==> src/rtl/disp_arbiter_pkg.sv <==
// Shared types and helpers for the seven-segment display arbiter and its scan path.
package disp_pkg;

  typedef enum logic [1:0] {
    IDLE = 2'd0,
    HOLD = 2'd1,
    OPEN = 2'd2
  } disp_state_e;

  localparam int DISP_DIGITS = 4;
  localparam int FREE_W      = 25;
  localparam int MAX_REQ     = 32;

  // Isolates the lowest set bit: index 0 is the highest-priority requester.
  function automatic logic [MAX_REQ-1:0] prio_onehot(input logic [MAX_REQ-1:0] r);
    return r & (~r + MAX_REQ'(1));
  endfunction

endpackage

==> src/rtl/disp_arbiter_if.sv <==
// Requester-facing bundle of the display arbiter: requests/values in, grant and display data out.
interface disp_arbiter_if
  import disp_pkg::*;
#(
  parameter int NREQ = 3
);
  localparam int DW = 4 * DISP_DIGITS;

  logic [NREQ-1:0]    req;
  logic [DW*NREQ-1:0] val;
  logic [NREQ-1:0]    blink;
  logic [NREQ-1:0]    grant;
  logic [DW-1:0]      disp_val;
  logic               disp_blank;
  logic               busy;

  modport master (
    output req, val, blink,
    input  grant, disp_val, disp_blank, busy
  );

  modport slave (
    input  req, val, blink,
    output grant, disp_val, disp_blank, busy
  );

endinterface

==> src/rtl/disp_arbiter_prescaler.sv <==
// Free-running counter giving the hold tick and blink phase; shared with the digit scan machine.
module disp_prescaler #(
  parameter int CNT_W     = 25,
  parameter int TICK_W    = 16,
  parameter int BLINK_BIT = 24
) (
  input  logic clk,
  input  logic rst_n,
  output logic tick,
  output logic blink_phase
);

  logic [CNT_W-1:0] free;

  always_ff @(posedge clk or negedge rst_n) begin
    if (!rst_n) free <= '0;
    else        free <= free + CNT_W'(1);
  end

  assign tick        = &free[TICK_W-1:0];
  assign blink_phase = free[BLINK_BIT];

endmodule

==> src/rtl/disp_arbiter.sv <==
// Priority arbiter sharing one four-digit display among NREQ requesters with a minimum hold time.
module disp_arbiter
  import disp_pkg::*;
#(
  parameter int NREQ       = 3,
  parameter int TICK_W     = 16,
  parameter int HOLD_TICKS = 8,
  parameter int BLINK_BIT  = 24
) (
  input  logic           clk,
  input  logic           rst_n,
  disp_arbiter_if.slave  bus
);

  localparam int HW = (HOLD_TICKS > 0) ? $clog2(HOLD_TICKS + 1) : 1;
  localparam logic [HW-1:0] HOLD_INIT = HW'(HOLD_TICKS);

  disp_state_e     state, state_n;
  logic [NREQ-1:0] grant_q, grant_n;
  logic [HW-1:0]   hold_cnt, hold_n, hold_dec;
  logic [NREQ-1:0] win;
  logic            higher, owner_req, own_blink;
  logic            tick, blink_phase;
  logic [15:0]     sel_val;
  logic [15:0]     disp_val_q;
  logic            disp_blank_q;

  disp_prescaler #(
    .CNT_W     (FREE_W),
    .TICK_W    (TICK_W),
    .BLINK_BIT (BLINK_BIT)
  ) u_prescaler (
    .clk         (clk),
    .rst_n       (rst_n),
    .tick        (tick),
    .blink_phase (blink_phase)
  );

  assign win       = NREQ'(prio_onehot(MAX_REQ'(bus.req)));
  // Bits below the owner's one-hot position are exactly the higher-priority requesters.
  assign higher    = |(bus.req & (grant_q - NREQ'(1)));
  assign owner_req = |(bus.req & grant_q);
  assign hold_dec  = (tick && hold_cnt != '0) ? hold_cnt - HW'(1) : hold_cnt;

  always_comb begin
    state_n = state;
    grant_n = grant_q;
    hold_n  = hold_cnt;
    case (state)
      IDLE: begin
        if (|bus.req) begin
          grant_n = win;
          hold_n  = HOLD_INIT;
          state_n = HOLD;
        end
      end
      HOLD: begin
        hold_n = hold_dec;
        if (hold_dec == '0) state_n = OPEN;
      end
      OPEN: begin
        if (higher || !owner_req) begin
          if (|bus.req) begin
            grant_n = win;
            hold_n  = HOLD_INIT;
            state_n = HOLD;
          end else begin
            grant_n = '0;
            state_n = IDLE;
          end
        end
      end
      default: begin
        grant_n = '0;
        state_n = IDLE;
      end
    endcase
  end

  always_ff @(posedge clk or negedge rst_n) begin
    if (!rst_n) begin
      state    <= IDLE;
      grant_q  <= '0;
      hold_cnt <= '0;
    end else begin
      state    <= state_n;
      grant_q  <= grant_n;
      hold_cnt <= hold_n;
    end
  end

  always_comb begin
    sel_val = '0;
    for (int i = 0; i < NREQ; i++) begin
      if (grant_q[i]) sel_val = sel_val | bus.val[16*i +: 16];
    end
  end

  assign own_blink = |(bus.blink & grant_q);

  // Display stage: one cycle behind the grant so the owner's value tracks live.
  always_ff @(posedge clk or negedge rst_n) begin
    if (!rst_n) begin
      disp_val_q   <= '0;
      disp_blank_q <= 1'b1;
    end else begin
      if (state != IDLE) disp_val_q <= sel_val;
      disp_blank_q <= (state == IDLE) | (own_blink & blink_phase);
    end
  end

  assign bus.grant      = grant_q;
  assign bus.disp_val   = disp_val_q;
  assign bus.disp_blank = disp_blank_q;
  assign bus.busy       = (state != IDLE);

endmodule

==> src/flat_wrapper.sv <==
// flat-port wrapper written by rule: the top's interface ports become plain ports
module disp_arbiter_flat import disp_pkg::*;
#(
  parameter int NREQ       = 3,
  parameter int TICK_W     = 16,
  parameter int HOLD_TICKS = 8,
  parameter int BLINK_BIT  = 24
)
  (clk, rst_n, bus_req, bus_val, bus_blink, bus_grant, bus_disp_val, bus_disp_blank, bus_busy);
  disp_arbiter_if #(.NREQ(NREQ)) bus_i ();
  input  logic clk;
  input  logic rst_n;
  input wire logic [$bits(bus_i.req)-1:0] bus_req;
  input wire logic [$bits(bus_i.val)-1:0] bus_val;
  input wire logic [$bits(bus_i.blink)-1:0] bus_blink;
  output wire logic [$bits(bus_i.grant)-1:0] bus_grant;
  output wire logic [$bits(bus_i.disp_val)-1:0] bus_disp_val;
  output wire logic [$bits(bus_i.disp_blank)-1:0] bus_disp_blank;
  output wire logic [$bits(bus_i.busy)-1:0] bus_busy;
  assign bus_i.req = bus_req;
  assign bus_i.val = bus_val;
  assign bus_i.blink = bus_blink;
  assign bus_grant = bus_i.grant;
  assign bus_disp_val = bus_i.disp_val;
  assign bus_disp_blank = bus_i.disp_blank;
  assign bus_busy = bus_i.busy;
  disp_arbiter #(.NREQ(NREQ), .TICK_W(TICK_W), .HOLD_TICKS(HOLD_TICKS), .BLINK_BIT(BLINK_BIT)) u_core (.clk(clk), .rst_n(rst_n), .bus(bus_i));
endmodule
==> config.mk <==
export PLATFORM = sky130hd
export DESIGN_NAME = disp_arbiter_flat
export DESIGN_NICKNAME = d
export VERILOG_FILES = /design/src/rtl/disp_arbiter_pkg.sv /design/src/rtl/disp_arbiter_if.sv /design/src/rtl/disp_arbiter_prescaler.sv /design/src/rtl/disp_arbiter.sv /design/src/flat_wrapper.sv
export SDC_FILE = /design/constraint.sdc
export NUM_CORES = 1
export LEC_CHECK = 0
export ABC_AREA = 1
export CORE_MARGIN = 10
export CORE_UTILIZATION = 43
export DETAILED_ROUTE_END_ITERATION = 8
export PLACE_DENSITY = 0.82
export SLEW_MARGIN = 20
export SYNTH_ARGS = -nofsm -noshare
export SYNTH_HDL_FRONTEND = slang
export SYNTH_SLANG_ARGS = --single-unit
==> constraint.sdc <==
create_clock -name clk -period 1.7 [get_ports clk]
set_input_delay 0.34 -clock clk [delete_from_list [all_inputs] [get_ports clk]]
set_output_delay 0.34 -clock clk [all_outputs]
set_load 0.005 [all_outputs]
==> results.ini, run 1 <==
[critical_path]
slowest_delay_ns = 0.56
r2r_start = u_core.bus.grant[1]
crit_path_start_kind = flop
slowest_stage = clkdlybuf4s50_1
crit_chain = clkdlybuf4s50_1
cp-end-kind = output pin
reg2reg_to = u_core.state[0]
crit_cells = 1
crit_path_end = bus_grant[2]
critical_path.top_delay_family = buffers and inverters
critPathRequiredTime_ns = 1.36
crit_fanout = 6
crit_start = u_core.bus.grant[2]
reg2reg_depth = 11
arrival_ns = 1.30
crit_type = reg2out
ff2ff_setup_slack_ns = 0.12
path_buf_inv = 1

[floorplan]
die_w_um = 98.5
fp.coreArea_mm2 = 0.00596
core.rowCount = 28
die_y_um = 98.5
io_pins = 77
die_area_mm2 = 0.00969
start_util_pct = 44.4

[pwr]
swShare_pct = 35.6
pwr_density_cell_mw_per_mm2 = 1280
internal_power_w = 0.00311
clock_power_share_pct = 20.4
power_w = 0.00483
vdd_ir_drop_max_mv = 1.04
p_seq_share_pct = 34.9
power_frac_comb_pct = 44.8
switchingPower_w = 0.00172
p_leak_nw = 1.77

[timing]
fin_ws_ns = 0.0576
final_max_slew_viol_count = 0
relSlewSlack_pct = 70.9
hold_slack_ns = 0.00622
timing.final.crit_share_pct = 96.6
post-route-min-period_ns = 1.64
tightest_slew_ns = 0.433
rsz0062_at_grt = true
max_freq_mhz = 609
setup_violations = 0
hold_viol = 0
skew_ns = 0.00359

[synthesis]
yosysWarnings = 0
synth_nets = 380
syn_area_per_cell_um2 = 8.24
synthArstFlopShare_pct = 100
ys.flop_type = dfrtp_1
synth_seq_cells = 51
yosysTopAreaCellShare_pct = 47.3
syn_area_mm2 = 0.00265
synth_top_area_cell = dfrtp_1
synth_cells = 321
ys_seq_area_share_pct = 48.3
synth.area.top_cells = dfrtp_1 47%, nand2_1 12%, nor2_1 5.2%
synthDistinctLibCells = 29
synth-edff-count = 0

[layout]
syn2layout_area_growth_pct = 42.4
nNetsFinal = 468
drive_above_1_share_pct = 13.9
antenna_cells = 0

[global_routing]
grt_remaining_overflow = 0
grt_pass1_vias = 2318
antenna_found_initial = 0
grt_pass1_wl_um = 11300
grt_usage_pct = 14.1
grt_max_degree = 52

[place]
gp_congestion = 0.898
place_ws_ns = -0.0976
port_buffers = 76
dpl.hpwl_um = 5350

[clocking]
clk-insertion-delay-late_ns = 0.30
h-tree-depth = 2
root_buffer = clkbuf_8
cts_made_buffers = 5
clockBufferDepth = 2
cts_sinks = 51
cts_hold_buf = 0
clkTransAtPathRegs_ns = 0.09
tritoncts = built

[drt]
routedWlPerCell_um = 14.9
firstDrtPassIters = 4
drtIter0Drc = 114
num_vias = 2469
routed_wl_um = 7220
ant_nets = 0
post-route-drc-count = 0
vias_per_cell = 5.09

[hold_path]
hold_class = in2async

[flow_run]
max_cap_violations = 0

[status]
status = complete, no violations

[flip-flops by register name, indices dropped and copies added, names as in the netlist]
signal and flops:
u_core.bus.disp_blank 1, u_core.bus.disp_val 16, u_core.bus.grant 3, u_core.hold_cnt 4, u_core.state 2, u_core.u_prescaler.free 25
[power by group through the flow]
stage	registers (W)	logic, W	clock network [W]
floorplan	0.00168	0.00107	0
detailed placement	0.00169	0.00207	0
global placement	0.00168	0.00200	0
finish	0.00168	0.00216	0.000983
global route	0.00172	0.00238	0.00105
CTS	0.00167	0.00208	0.00100
[synthesized netlist by cell type, types with 2 or more instances]
library cell   n
nand2_1       85
dfrtp_1       50
nor2_1        37
inv_1         23
a21oi_1       18
a31oi_1       16
xor2_1        13
nand3_1       12
xnor2_1       10
nor2_2         7
o21ai_0        7
nand4_1        6
nand2_2        5
nor3_1         5
clkbuf_1       4
ha_1           3
nand2_4        3
buf_1          2
buf_2          2
inv_2          2
nand3_2        2
nor4_1         2
[stage by stage]
step | setup TNS (ns) | cells | instance area (um^2) | utilization (%)
floorplan | 0 | 321 | 2650 | -
global placement | 0 | 474 | 3550 | 59.6
detailed placement | -0.212 | 474 | 3550 | 59.6
CTS | 0 | 482 | 3690 | 61.9
global route | -0.0409 | 485 | 3770 | 63.3
finish | 0 | 485 | 3770 | 63.3
[logic make-up (layout without fill, tap and decap cells)]
family	Yosys count	after routing	share of synthesized area, %
xor gates and xnor gates	23	23	7.61
AOI/OAI and AO/OA	43	43	9.03
and+or+nand+nor	167	167	28.7
adders and majority gates	3	3	1.42
DFF	51	51	48.3
buffers and inverters	34	123	4.92
[how the worst min path moves through the flow]
stage,from,endpoint,slack (ns)
after floorplan,rst_n,u_core.bus.disp_val[0],0.04
after global placement,rst_n,u_core.u_prescaler.free[9],0.35
after detailed placement,rst_n,u_core.u_prescaler.free[9],0.35
after CTS,rst_n,u_core.u_prescaler.free[11],0.02
after global routing,rst_n,u_core.u_prescaler.free[11],0.02
final,rst_n,u_core.u_prescaler.free[11],0.006
[layer usage]
layer	vias up	wire length [um]	GRT usage (%)
li1	1220	-	-
met1	1165	3100	17.0
met2	72	3650	24.2
met3	12	318	2.79
met4	0	151	5.18
met5	-	0	0
[cell type report]
cell class                      instances  area [um^2]
Timing Repair Buffer                   89          873
Tap cell                               75         93.8
Sequential cell                        51         1280
Multi-Input combinational cell        236         1290
Clock buffer                            6         72.6
Fill cell                             488         2190
Inverter                               26         97.6
Clock inverter                          2         60.1
[timing repair]
action / in CTS / in global routing
pin swaps: 0 / 9
hold endpoints to repair: 0 / 0
gates resized for setup: 4 / 21
buffers inserted: 0 / 3
setup endpoints to repair: 2 / 10
[placed cells by master, fill, tap and decap left out, types with 10 or more instances in the layout]
| cell type | instances |
|---|---|
| a21oi_1 | 18 |
| a31oi_1 | 16 |
| buf_4 | 11 |
| clkdlybuf4s50_1 | 72 |
| dfrtp_1 | 50 |
| inv_1 | 19 |
| nand2_1 | 82 |
| nand3_1 | 12 |
| nor2_1 | 32 |
| xnor2_1 | 10 |
| xor2_1 | 13 |
No activity file was read; power rests on OpenSTA's default activity.
==> inputs of run 2 (changes only) <==
--- a/config.mk
+++ b/config.mk
@@ -8,6 +8,7 @@
 export ABC_AREA = 1
 export CORE_MARGIN = 10
 export CORE_UTILIZATION = 43
+export CTS_CLUSTER_DIAMETER = 150
 export DETAILED_ROUTE_END_ITERATION = 8
 export PLACE_DENSITY = 0.82
 export SLEW_MARGIN = 20
==> results of run 2 <==
Same layout as run 1: the final DEF is identical, and so are final timing and power.
==> inputs of run 3 (changes only) <==
--- a/config.mk
+++ b/config.mk
@@ -6,8 +6,11 @@
 export NUM_CORES = 1
 export LEC_CHECK = 0
 export ABC_AREA = 1
+export CAP_MARGIN = 10
+export CELL_PAD_IN_SITES_DETAIL_PLACEMENT = 1
+export CELL_PAD_IN_SITES_GLOBAL_PLACEMENT = 1
 export CORE_MARGIN = 10
-export CORE_UTILIZATION = 43
+export CORE_UTILIZATION = 31
 export CTS_CLUSTER_DIAMETER = 150
 export DETAILED_ROUTE_END_ITERATION = 8
 export PLACE_DENSITY = 0.82
==> results.ini, run 3 (synthesis results as in run 1) <==
[status]
status = complete, no violations

[place]
port_buffers = 76  ; unchanged
post_dp_cell_area_mm2 = 0.00360  ; +1.5%
dpl.hpwl_um = 6700  ; +25%
gp_congestion = 0.845  ; -6.0%

[critical_path]
r2r_start = u_core.bus.grant[1]
crit_cells = 1  ; unchanged
crit_path_start_kind = flop
crit_fanout = 6  ; unchanged
critical_path.top_delay_family = buffers and inverters
crit_start = u_core.bus.grant[2]
crit_type = reg2out
crit_chain = clkdlybuf4s50_1
arrival_ns = 1.28  ; -0.02 ns
cp-end-kind = output pin
slowest_delay_ns = 0.53  ; -0.03 ns
slowest_stage = clkdlybuf4s50_1
critPathRequiredTime_ns = 1.36  ; about the same
reg2reg_depth = 9  ; -2
path_buf_inv = 1  ; unchanged

[hold_path]
hold_start = u_core.u_prescaler.free[6]
hold_depth = 1
hold_class = reg2reg

[floorplan]
io_pins = 77  ; unchanged
die_area_mm2 = 0.0126  ; +30%
start_util_pct = 32.0  ; -12 points
fp.coreArea_mm2 = 0.00826  ; +39%
die_w_um = 112  ; +14%
core.rowCount = 33  ; +18%
die_y_um = 112  ; +14%

[timing]
skew_ns = 0.00937  ; +0.00578 ns
max_freq_mhz = 619  ; +1.6%
final_max_slew_viol_count = 0  ; unchanged
rsz0062_at_grt = true
timing.final.crit_share_pct = 95.1  ; -1.5 points
hold_slack_ns = 0.494  ; +0.488 ns
relSlewSlack_pct = 68.3  ; -2.6 points
tightest_slew_ns = 0.475  ; +0.0426 ns
post-route-min-period_ns = 1.62  ; -0.0261 ns
setup_violations = 0  ; unchanged
hold_viol = 0  ; unchanged

[clocking]
cts_made_buffers = 5  ; unchanged
clk-insertion-delay-late_ns = 0.31  ; about the same
h-tree-depth = 2  ; unchanged
cts_sinks = 51  ; unchanged
root_buffer = clkbuf_8
tritoncts = built
clockBufferDepth = 2  ; unchanged
clkTransAtPathRegs_ns = 0.09  ; about the same

[layout]
layout_common_cells = 83 x nand2_1, 71 x clkdlybuf4s50_1, 48 x dfrtp_1
n_fill_cell = 995  ; +100%
largest_register = u_core.u_prescaler.free
final_common_cell = nand2_1
final_area_mm2 = 0.00385  ; +2.2%
nNetsFinal = 475  ; +1.5%
syn2layout_area_growth_pct = 45.5
antenna_cells = 0  ; unchanged
largest_register_ffs = 25  ; unchanged
drive_above_1_share_pct = 14.4  ; +0.49 points

[drt]
num_vias = 2541  ; +2.9%
post-route-drc-count = 0  ; unchanged
firstDrtPassIters = 4  ; unchanged
drtIter0Drc = 63  ; -45%
vias_per_cell = 4.87  ; -4.4%
routed_wl_um = 8700  ; +21%
ant_nets = 0  ; unchanged
routedWlPerCell_um = 16.7  ; +12%

[global_routing]
grt_remaining_overflow = 0  ; unchanged
grt_pass1_wl_um = 14500  ; +28%
grt_usage_pct = 13.7  ; -0.40 points
grt_pass1_vias = 2904  ; +25%
grt_max_degree = 29  ; -44%
antenna_found_initial = 0  ; unchanged

[pwr]
vdd_ir_drop_max_mv = 0.562  ; -46%
p_leak_nw = 1.81  ; +2.3%
pwr_density_cell_mw_per_mm2 = 1240  ; -3.3%

[flow_run]
max_cap_violations = 0  ; unchanged

run 3: worst paths after layout:
check                                              end  slack [ns]
max                                       bus_grant[2]        0.08
min                         u_core.u_prescaler.free[6]        0.49
max reg2reg                         u_core.hold_cnt[1]        0.13
min reg2reg                 u_core.u_prescaler.free[6]        0.49
max in group asynchronous   u_core.u_prescaler.free[2]        0.64
min in group asynchronous  u_core.u_prescaler.free[24]        0.53
run 3: worst register-to-register path, stage by stage (launching register included):
cell	delay (ns)
dfrtp_1	0.39
buf_4	0.14
buf_12	0.11
buf_4	0.19
nand2_1	0.09
nand3_1	0.08
nand2_2	0.11
inv_4	0.06
nor2_1	0.17
o21ai_0	0.11
run 3: where the power goes:
| part | switching (W) | internal [W] | total, W |
|---|---|---|---|
| sequential | 0.000183 | 0.00150 | 0.00168 |
| combinational | 0.00120 | 0.00111 | 0.00231 |
| clock | 0.000407 | 0.000373 | 0.000780 |
run 3: per-stage QoR:
step	power (W)	std cells	utilization [%]	setup slack, ns	setup TNS, ns
floorplan	0.00275	321	-	0.0197	0
global placement	0.00375	506	43.6	-0.0114	-0.0114
detailed placement	0.00386	506	43.6	-0.134	-0.481
CTS	0.00475	519	45.7	0.00741	0
global route	0.00513	522	46.6	-0.0181	-0.0195
finish	0.00477	522	46.6	0.0837	0
run 3: timing repair:
action	in CTS	in global routing
setup buffers	4	3
endpoints found under the hold margin	15	0
gates resized for setup	10	19
pin swaps	0	2
hold buffers	1	0
cloned	0	0
setup endpoints to repair	4	16
run 3: layout make-up:
class | instances | area (um^2) | share of cell area [%]
well taps | 105 | 131 | 3.41
inverters | 26 | 100 | 2.60
flip-flops and latches | 51 | 1280 | 33.2
repair buffers | 96 | 948 | 24.6
clock buffers | 8 | 100 | 2.60
multi-input cells | 236 | 1290 | 33.5
run 3: per-layer routing:
| metal | vias to the layer above | global-route usage [%] | part of all wire (%) |
|---|---|---|---|
| met3 | 17 | 2.77 | 3.6 |
| met2 | 47 | 25.8 | 54 |
| met4 | 0 | 4.40 | 1.9 |
| li1 | 1227 | - | - |
| met5 | - | 0 | 0 |
| met1 | 1250 | 14.8 | 40 |
